## src/rtl/prco_uart_tx.sv

```systemverilog
// 8N1 UART transmitter with a small byte FIFO in front of the shifter.
// Exposes FIFO-full, busy and sticky-overflow status to the core.
module prco_uart_tx #(
    parameter int unsigned CLKS_PER_BIT = 434,
    parameter int unsigned FIFO_DEPTH   = 4
) (
    input  logic       i_clk,
    input  logic       i_rst_n,
    input  logic       i_new_data,
    input  logic [7:0] i_data,
    output logic       q_tx,
    output logic       q_full,
    output logic       q_busy,
    output logic       q_overflow
);

    localparam int unsigned CntW = (CLKS_PER_BIT > 1) ? $clog2(CLKS_PER_BIT) : 1;
    localparam int unsigned PtrW = $clog2(FIFO_DEPTH);
    localparam logic [CntW-1:0] BaudLast = CntW'(CLKS_PER_BIT - 1);
    localparam logic [PtrW:0]   DepthC   = (PtrW + 1)'(FIFO_DEPTH);

    typedef enum logic [1:0] {
        StIdle,
        StStart,
        StData,
        StStop
    } state_e;

    state_e          state_q;
    logic [CntW-1:0] baud_q;
    logic [2:0]      bit_idx_q;
    logic [7:0]      shift_q;

    logic [7:0]      mem_q [FIFO_DEPTH];
    logic [PtrW-1:0] rd_ptr_q;
    logic [PtrW-1:0] wr_ptr_q;
    logic [PtrW:0]   count_q;

    logic fifo_empty;
    logic bit_end;
    logic push;
    logic pop;

    assign fifo_empty = (count_q == '0);
    assign bit_end    = (baud_q == BaudLast);
    // Acceptance is judged on the pre-edge count, so a same-cycle pop cannot rescue a full FIFO.
    assign push       = i_new_data && (count_q != DepthC);
    assign pop        = !fifo_empty &&
                        ((state_q == StIdle) || ((state_q == StStop) && bit_end));

    assign q_full = (count_q == DepthC);
    assign q_busy = (state_q != StIdle) || !fifo_empty;

    always_ff @(posedge i_clk) begin
        if (push) begin
            mem_q[wr_ptr_q] <= i_data;
        end
    end

    always_ff @(posedge i_clk or negedge i_rst_n) begin
        if (!i_rst_n) begin
            rd_ptr_q   <= '0;
            wr_ptr_q   <= '0;
            count_q    <= '0;
            q_overflow <= 1'b0;
        end else begin
            if (push) begin
                wr_ptr_q <= wr_ptr_q + 1'b1;
            end
            if (pop) begin
                rd_ptr_q <= rd_ptr_q + 1'b1;
            end
            case ({push, pop})
                2'b10:   count_q <= count_q + 1'b1;
                2'b01:   count_q <= count_q - 1'b1;
                default: count_q <= count_q;
            endcase
            if (i_new_data && !push) begin
                q_overflow <= 1'b1;
            end
        end
    end

    always_ff @(posedge i_clk or negedge i_rst_n) begin
        if (!i_rst_n) begin
            state_q   <= StIdle;
            baud_q    <= '0;
            bit_idx_q <= '0;
            shift_q   <= '0;
            q_tx      <= 1'b1;
        end else begin
            case (state_q)
                StIdle: begin
                    q_tx <= 1'b1;
                    if (pop) begin
                        shift_q <= mem_q[rd_ptr_q];
                        q_tx    <= 1'b0;
                        baud_q  <= '0;
                        state_q <= StStart;
                    end
                end
                StStart: begin
                    if (bit_end) begin
                        baud_q    <= '0;
                        q_tx      <= shift_q[0];
                        bit_idx_q <= '0;
                        state_q   <= StData;
                    end else begin
                        baud_q <= baud_q + 1'b1;
                    end
                end
                StData: begin
                    if (bit_end) begin
                        baud_q <= '0;
                        if (bit_idx_q == 3'd7) begin
                            q_tx    <= 1'b1;
                            state_q <= StStop;
                        end else begin
                            bit_idx_q <= bit_idx_q + 3'd1;
                            shift_q   <= {1'b0, shift_q[7:1]};
                            q_tx      <= shift_q[1];
                        end
                    end else begin
                        baud_q <= baud_q + 1'b1;
                    end
                end
                StStop: begin
                    if (bit_end) begin
                        baud_q <= '0;
                        // Back-to-back frames: the next start bit begins on this same edge.
                        if (pop) begin
                            shift_q <= mem_q[rd_ptr_q];
                            q_tx    <= 1'b0;
                            state_q <= StStart;
                        end else begin
                            state_q <= StIdle;
                        end
                    end else begin
                        baud_q <= baud_q + 1'b1;
                    end
                end
                default: begin
                    state_q <= StIdle;
                    q_tx    <= 1'b1;
                end
            endcase
        end
    end

endmodule

```

## config.mk

```make
export PLATFORM = sky130hd
export DESIGN_NAME = prco_uart_tx
export DESIGN_NICKNAME = d
export VERILOG_FILES = /design/src/rtl/prco_uart_tx.sv
export SDC_FILE = /design/constraint.sdc
export NUM_CORES = 1
export LEC_CHECK = 0
export ABC_AREA = 1
export ABC_CLOCK_PERIOD_IN_PS = 2860
export BUFFER_PORTS_ARGS = -buffer_cell sky130_fd_sc_hd__buf_2
export CORE_ASPECT_RATIO = 1.75
export CORE_MARGIN = 10
export CORE_UTILIZATION = 60
export DETAILED_ROUTE_END_ITERATION = 10
export PLACE_DENSITY = 0.8
export SETUP_SLACK_MARGIN = 0.4
export SKIP_CTS_REPAIR_TIMING = 1
export SYNTH_ARGS = -nofsm -noshare
export SYNTH_HDL_FRONTEND = slang
export SYNTH_SLANG_ARGS = --single-unit
```

## constraint.sdc

```tcl
create_clock -name i_clk -period 2.86 [get_ports i_clk]
set_clock_uncertainty 0.2 [all_clocks]
set_input_delay 0.143 -clock i_clk [delete_from_list [all_inputs] [get_ports i_clk]]
set_output_delay 0.143 -clock i_clk [all_outputs]
set_load 0.1 [all_outputs]
```

==> qor.yml <==
syn2layout_area_growth_pct: 19.6
layout.area.seq_um2: 1740
cts-root-buf: "clkbuf_8"
cp_slowest_cell: "dfrtp_1"
clock_path_buffers: 2
grt_pass1_wl_um: 9280
setup_viol: 0
yosysUniqueCellTypes: 33
fin_util_pct: 74.1
p_sw_w: 0.000681
synth.largest_area_cell: "edfxtp_1"
syn_nets: 332
dieArea_um2: 8520
cts-buffers-inserted: 9
grt_start_max_net_pins: 32
crit_type: "reg2reg"
core_region_area_um2: 4980
gp_congestion: 0.807
yosysWarnings: 0
post-dp-hpwl_um: 3980
num_antenna_cells: 0
avgSynthCellArea_um2: 10.1
syn-instance-count: 305
ys_seq_area_share_pct: 56.3
drtIter0Drc: 139
cp_num_buf_inv: 4
multi_input_area_um2: 1240
period_needed_ns: 2.49
power_frac_clock_pct: 38.0
cts.sinks: 63
die_height_um: 115
worstMarginPinSlew_ns: 0.772
initial_core_util_pct: 62.0
hold_viol: 0
crit_chain: "inv_2 -> ha_4 -> clkinvlp_4 -> a22oi_2 -> nand2_8 -> inv_4 -> ha_4 -> inv_2 -> fa_2 -> a21oi_2 -> o21ai_1 -> xor2_1"
clock_latency_ns: 0.34
cts_tree: "yes"
rows: 34
final-max-slew-violation-count: 0
worstSetupEndpointType: "flip-flop"
start_kind: "flip-flop"
r2r-start: "state_q[1]"
cpPeakStageDelay_ns: 0.41
switching_share_pct: 27.5
grt_pass1_vias: 2070
min_period_over_period_pct: 87.2
maxSlewHeadroom_pct: 48.4
wirelength_um: 6260
die_x_um: 74.2
io_buffer_count: 14
fmax_mhz: 401
synth_area_leaders: "edfxtp_1 (31%), dfrtp_1 (24%), nand2_1 (11%)"
antenna_found_initial: 0
wl_per_cell_um: 15.4
pwr-share-seq_pct: 46.2
p_leak_nw: 1.63
cts_max_level: 3
cp.required_ns: 2.89
ys_ff_latch: 63
grt_overflow: 0
grt_usage_pct: 14.4
cap_violations: 0
cp_max_fo: 5
intPower_w: 0.00180
crit_family: "adder cells"
path_clk_slew_ns: 0.08
drc: 0
pin_count: 15
route.vias.total: 2204
fin_setup_tns_ns: 0
comb_power_share_pct: 15.8
final_net_count: 375
arrival_ns: 2.52
p_per_area_nw_per_um2: 672
vias_per_cell: 5.42
synth_area_um2: 3080
yosysTopAreaCellShare_pct: 31.2
drt_pre_antenna_iters: 4
drive_above_1_share_pct: 22.4
rsz0062_at_grt: "true"
min_path_type: "in2async"
drtAntennaViolNets: 0
outcome: "finished, final reports clean"
irDropWorstVdd_v: 0.000744
worstSetupStartpoint: "state_q[1]"
n_fill_cell: 353
state kept, by name (all words and copies together) (netlist names):
signal and count:
baud_q 9, rd_ptr_q 2, wr_ptr_q 2, state_q 2, shift_q 8, count_q 3
bit_idx_q 3, q_overflow 1, q_tx 1, mem_q 32
per-stage QoR:
stage               instances  total power (W)  worst slack [ns]  instance area, um^2  hold slack (ns)
floorplan                 305          0.00142             0.413                 3100           -0.353
global placement          370          0.00151             0.347                 3230           0.0205
detailed placement        370          0.00153             0.239                 3230           0.0288
CTS                       386          0.00246             0.166                 3470           -0.342
global route              407          0.00259             0.291                 3690            0.238
finish                    407          0.00248             0.367                 3690            0.182
cells in the mapped netlist:
| master | number |
|---|---|
| nor2_2 | 2 |
| fa_1 | 1 |
| nand3_1 | 35 |
| o21ai_1 | 4 |
| nand2_8 | 2 |
| buf_2 | 4 |
| inv_1 | 24 |
| nor2_4 | 3 |
| ha_1 | 15 |
| nor2_1 | 10 |
| dfrtp_1 | 30 |
| nor3_1 | 1 |
| a21oi_1 | 7 |
| edfxtp_1 | 32 |
| nor3_4 | 1 |
| clkbuf_1 | 1 |
| nand3_2 | 1 |
| nand2_2 | 3 |
| inv_2 | 6 |
| xnor2_1 | 2 |
| o21ai_0 | 9 |
| o22ai_1 | 5 |
| nand2_4 | 3 |
| o21a_1 | 1 |
| xor2_1 | 8 |
| nand2_1 | 87 |
| nand4_1 | 1 |
| a21oi_4 | 1 |
| a22oi_2 | 1 |
| buf_4 | 1 |
| or2_0 | 1 |
| dfstp_2 | 1 |
| a31o_2 | 2 |
worst paths after layout:
| path | endpoint | depth (start not counted) | slack (ns) |
|---|---|---|---|
| min | baud_q[2] | 2 | 0.18 |
| max in group asynchronous | state_q[0] | 2 | 1.78 |
| max | count_q[2] | 12 | 0.37 |
| min reg2reg | q_tx | 2 | 0.27 |
| min in group i_clk | q_tx | 2 | 0.27 |
| max reg2reg | count_q[2] | 12 | 0.37 |
area by class of cell:
cell class	count	area share (%)
flip-flops and latches	63	47.1
inverters	30	3.29
repair buffers	38	7.46
well taps	54	1.83
multi-input cells	206	33.7
clock inverters	7	3.26
clock buffers	9	3.36
power groups by stage:
stage	logic, W	registers (W)	clock network, W
3_5_place_dp	0.000367	0.00116	0
2_1_floorplan	0.000251	0.00116	0
3_3_place_gp	0.000357	0.00116	0
6_report	0.000391	0.00115	0.000942
5_1_grt	0.000440	0.00116	0.000993
4_1_cts	0.000369	0.00114	0.000946
cells in the final DEF, fill, tap and decap left out, types with 3 or more instances in the layout:
master and count:
o21ai_1 5, nor2_1 10, nand2_1 87, o21ai_0 8, nand2_2 3, bufinv_16 3, inv_1 20, nand2_8 3
dlygate4sd3_1 10, nor2_4 3, buf_2 14, inv_2 7, a21oi_1 6, nand3_1 35, xor2_1 8, edfxtp_1 32
buf_4 14, clkbuf_8 9, o22ai_1 5, ha_1 13, dfrtp_1 29
logic make-up after synthesis:
logic type      share of synthesized area, %
flops                                   56.3
xor+xnor                                2.84
fa+ha+maj                               6.73
simple gates                            23.4
compound gates                          6.00
buf+inv                                 4.67
metal layers:
| layer | global-route usage [%] | wire, um |
|---|---|---|
| met2 | 26.0 | 3620 |
| met4 | 8.11 | 114 |
| met5 | 0 | 0 |
| met3 | 3.97 | 229 |
| met1 | 13.8 | 2290 |
Power figures use the tool's default switching activity.
